## src/rtl/remainder.sv

```systemverilog
// Divider working register: remainder in the upper half, dividend/quotient
// bits in the lower half, updated from the ALU one step per clock.
module remainder (
  input  logic        clk,
  input  logic        Reset,
  input  logic        SRL_ctrl,
  input  logic        W_ctrl,
  input  logic        Ready,
  input  logic        ALU_carry,
  input  logic [31:0] ALU_result,
  input  logic [31:0] Multiplier_in,
  output logic [63:0] Product_out
);

  logic [63:0] r;
  logic [31:0] upper;
  logic [63:0] init_val;
  logic [63:0] shift_val;
  logic [63:0] write_val;

  assign upper     = W_ctrl ? ALU_result : r[63:32];
  assign init_val  = W_ctrl ? {32'h0, Multiplier_in} : 64'h0;
  // Write and shift share one edge: the ALU result lands shifted right.
  assign shift_val = {ALU_carry, upper, r[31:1]};
  assign write_val = {ALU_result, r[31:0]};

  always_ff @(posedge clk) begin
    if (Reset) begin
      r <= init_val;
    end else if (!Ready) begin
      if (SRL_ctrl) begin
        r <= shift_val;
      end else if (W_ctrl) begin
        r <= write_val;
      end
    end
  end

  assign Product_out = r;

endmodule

```

## config.mk

```make
export PLATFORM = sky130hd
export DESIGN_NAME = remainder
export DESIGN_NICKNAME = d
export VERILOG_FILES = /design/src/rtl/remainder.sv
export SDC_FILE = /design/constraint.sdc
export NUM_CORES = 1
export LEC_CHECK = 0
export CAP_MARGIN = 10
export CORE_UTILIZATION = 43
export CTS_CLUSTER_SIZE = 25
export DETAILED_ROUTE_END_ITERATION = 10
export PLACE_DENSITY = 0.82
export SLEW_MARGIN = 20
export SYNTH_ARGS = -nofsm -noshare
export SYNTH_HDL_FRONTEND = slang
export SYNTH_SLANG_ARGS = --single-unit
```

## constraint.sdc

```tcl
create_clock -name clk -period 2.8 [get_ports clk]
set_input_delay 0.28 -clock clk [delete_from_list [all_inputs] [get_ports clk]]
set_output_delay 0.28 -clock clk [all_outputs]
set_load 0.02 [all_outputs]
```

## Yosys cells after proc, flatten, opt, wreduce, memory -nomap -nowiden

Index checks and enable logic that the tools add are counted.
Widths: inputs -> output; s select.

| word-level totals | value |
|---|---|
| flip-flop bits (word level) | 64 |
| input port bits | 70 |
| output and inout bits | 64 |
| logic and storage cells | 13 |

| cells by class | value |
|---|---|
| eq/ne operators | 1 |
| muxes and demuxes | 6 |
| reductions and logical operators | 4 |

Operators by type and width:

| operator | count |
|---|---|
| $mux 64 | 4 |
| $mux 32 | 2 |
| $reduce_and 2->1 | 2 |
| $reduce_bool 3->1 | 1 |
| $ne 2x2->1 const B | 1 |
| $reduce_bool 2->1 | 1 |

## Logic depth before layout (Yosys ltp)

| depth | value |
|---|---|
| word-level depth | 4 |
| mapped depth | 5 |
| depth with buffers taken out | 2 |

## Worst setup path after synthesis

OpenSTA, ideal clock, no wires.

| timing path | value |
|---|---|
| path kind | input to register |
| start | input W_ctrl |
| end | register r[32] (netlist: Product_out[32]), enable pin |
| setup time | 0.428 ns |
| arrival time | 2.126 ns |
| required time | 2.372 ns |
| path slack | 0.246 ns |
| stages | 4 |
| path buffers | 2 |
| path through | buf_6 buf_12 nor2_1 o21bai_1 |

| between the ends | value |
|---|---|
| cells in the longest elaborated chain, start to end | 2 |

RTL lines:

| what | line | source |
|---|---|---|
| from (decl) | 7 | `input logic W_ctrl,` |
| $reduce_bool 3->1 (no source line) | n/a |  |
| $reduce_and 2->1 (no source line) | n/a |  |
| to (signal assigned) | 29 | `r <= init_val;` |
| to (signal assigned) | 32 | `r <= shift_val;` |
| to (signal assigned) | 34 | `r <= write_val;` |
| to (decl) | 15 | `logic [63:0] r;` |

Every way passes these cells.
A chain may end at the register's enable or synchronous reset.

## Final worst setup path

| timing path | value |
|---|---|
| start | input Reset |
| end | register r[60] (netlist: Product_out[60]), enable pin |

| between the ends | value |
|---|---|
| cells in the longest elaborated chain, start to end | 2 |
| elaborated cells on any way between the ends | 3 |
| those cells by class | eq/ne (1); reduce/logical (2) |

RTL lines:

| what | line | source |
|---|---|---|
| from (decl) | 5 | `input logic Reset,` |
| $ne 2x2->1 (no source line) / $reduce_bool 3->1 (equally long branches) | n/a |  |
| $reduce_and 2->1 (no source line) (*) | n/a |  |

Mark *: on every way between the ends. The rest lies on a longest branch, timed or not.

==> qor.yml <==
setup_path:
  critPathBufInv: 3
  worstPathRequired_ns: 2.80
  reg2reg_depth: 2
  crit_top_cell: "buf_4"
  cp_cell_sequence: "clkdlybuf4s50_1 -> buf_4 -> o21bai_2 -> buf_4"
  timing.rr.start: "Product_out[32]"
  crit_path_end_kind: "flop"
  path_delay_family: "buffers and inverters"
  cp_num_cells: 4
  startpoint_type: "input port"
  cp-startpoint: "Reset"
  arrival_ns: 1.77
  slowest_stage: "clkdlybuf4s50_1"
  path_max_fanout: 23
  slowest_delay_ns: 0.53
  crit_type: "in2reg"
timing:
  drv_slew: 0
  finClkSkew_ns: 0.00621
  finalWorstSetupSlack_ns: 1.03
  rsz0062_at_grt: "no"
  tns_ns: 0
  worstMarginPinSlew_ns: 0.722
  fmax_ghz: 0.565
  min_period_ns: 1.77
  fin_crit_sh_pct: 63.2
  hold_viol: 0
  finalSetupViolCount: 0
  slew-limit-headroom_pct: 51.8
place:
  place_hpwl_um: 5550
  portBuffers: 133
  place_ws_ns: 0.647
  gp_congestion: 0.800
clock_network:
  cts_buffers: 9
  cts_root_buffer: "clkbuf_8"
  clk_pin_slew_worst_paths_ns: 0.06
  cts_tree: "yes"
  clock_path_buffers: 2
  cts.sinks: 64
  cts.htree.levels: 3
  cts_resized: 0
  cts_setup_buffers: 0
  hold_buffers: 0
  insertion_delay_ns: 0.33
synthesis:
  synth-edff-count: 64
  synth.net_count: 292
  netlist_instances: 222
  synthArstFlopShare_pct: 0
  ys.flop_type: "edfxtp_1"
  ys_ff_latch: 64
  seq_area_frac_synth_pct: 60.9
  syn_area_sq_mm: 0.00316
  yosys_warnings: 0
  syn_avg_cell_area_sq_um: 14.2
  synth_cell_types: 18
power:
  vdd_drop_max_uv: 247
  switching_share_pct: 26.1
  power_frac_seq_pct: 48.3
  power_frac_clock_pct: 29.3
  switchingPower_uw: 658
  power.density_mw_per_mm2: 547
  power.internal_uw: 1860
  p_leak_uw: 0.00176
  p_comb_share_pct: 22.4
floorplanning:
  row_count: 30
  io_pins: 134
  die_h_um: 87.7
  core_area_sq_mm: 0.00694
  die_w_um: 87.7
  start_util_pct: 45.5
  die_area_sq_mm: 0.00769
global_routing:
  antenna_found_initial: 0
  first_global_vias: 2307
  grt_usage_pct: 20.6
  grt_pass1_wl_um: 11800
  grt_max_degree: 46
  grt_overflow: 0
final_layout:
  multi_input_area_sq_mm: 0.00102
  n_antenna_cell: 0
  seqCellArea_sq_mm: 0.00192
  fill_cells: 520
  final_cell_mix: "131 x clkdlybuf4s50_1, 64 x edfxtp_1, 33 x nor2_1, 32 x mux2i_1"
  largest_reg_flops: 64
  final_common_cell: "clkdlybuf4s50_1"
  area_growth_pct: 46.1
  num-nets-final: 419
  drive_gt1_share_pct: 6.78
status:
  status: "completed"
drt:
  drt_iter0_markers: 117
  drc: 0
  detail_route.wl_per_cell_um: 17.3
  wirelength_um: 7810
  via_per_inst: 5.27
  vias: 2373
  drt_pass1_iterations: 4
  ant_nets: 0
hold_path:
  hold_path.class: "in2reg"
  min-delay-start: "SRL_ctrl"
  min_path_cells: 3
job:
  drv_cap: 0
## layout make-up
cell class / count / share of cell area, %
Multi-Input combinational cell: 134 / 22.1
Sequential cell: 64 / 41.7
Clock inverter: 5 / 1.03
Tap cell: 96 / 2.61
Inverter: 1 / 0.0814
Clock buffer: 11 / 2.85
Timing Repair Buffer: 139 / 29.6
## cells by family (layout without fill, tap and decap cells)
family / after synthesis / after routing / share of synthesized area (%)
flip-flops: 64 / 64 / 60.9
buffers and inverters: 24 / 156 / 7.09
AO/OA/AOI/OAI: 65 / 65 / 16.8
multiplexers: 32 / 32 / 10.1
AND/OR/NAND/NOR: 37 / 37 / 5.11
## path summary, 6_finish.rpt
kind / to / slack, ns
setup / recovery: Product_out[60] / 1.03
hold reg to reg: Product_out[19] / 0.58
hold / removal: Product_out[35] / 0.57
setup reg to reg: Product_out[31] / 1.66
## power by group through the flow
stage	registers [uW]	logic (uW)	clock network, uW
floorplan	1330	175	0
global placement	1240	555	0
detailed placement	1230	566	0
CTS	1220	568	747
global route	1230	598	788
finish	1220	564	739
## cells in the mapped netlist (all sizes together), types with 3 or more instances
cell | number | area (sq um)
edfxtp | 64 | 1920
nor2 | 33 | 124
mux2i | 32 | 320
a211oi | 31 | 233
a22o | 31 | 272
buf | 20 | 209
clkbuf | 3 | 11.3
## per-layer routing
metal | global-route usage (%) | up-vias | share of wire, %
met2 | 31.4 | 115 | 46
met3 | 5.37 | 11 | 8.4
met5 | 0 | - | 0
met4 | 8.49 | 0 | 1.7
met1 | 28.0 | 1115 | 44
li1 | - | 1132 | -
## through the flow
stage | area, sq um | utilization [%] | power (uW) | std cells | hold WS, ns
finish | 4610 | 66.4 | 2520 | 450 | 0.567
global route | 4610 | 66.4 | 2610 | 450 | 0.589
CTS | 4610 | 66.3 | 2530 | 450 | 0.550
detailed placement | 4430 | 63.7 | 1800 | 434 | 0.560
global placement | 4430 | 63.7 | 1790 | 434 | 0.553
floorplan | 3160 | - | 1510 | 222 | 0.482
## worst reg2reg max path: stages, from the launching register on
cell and delay (ns):
edfxtp_1 0.39, and4bb_1 0.20, a311o_1 0.30
(Power assumes the default switching activity.)
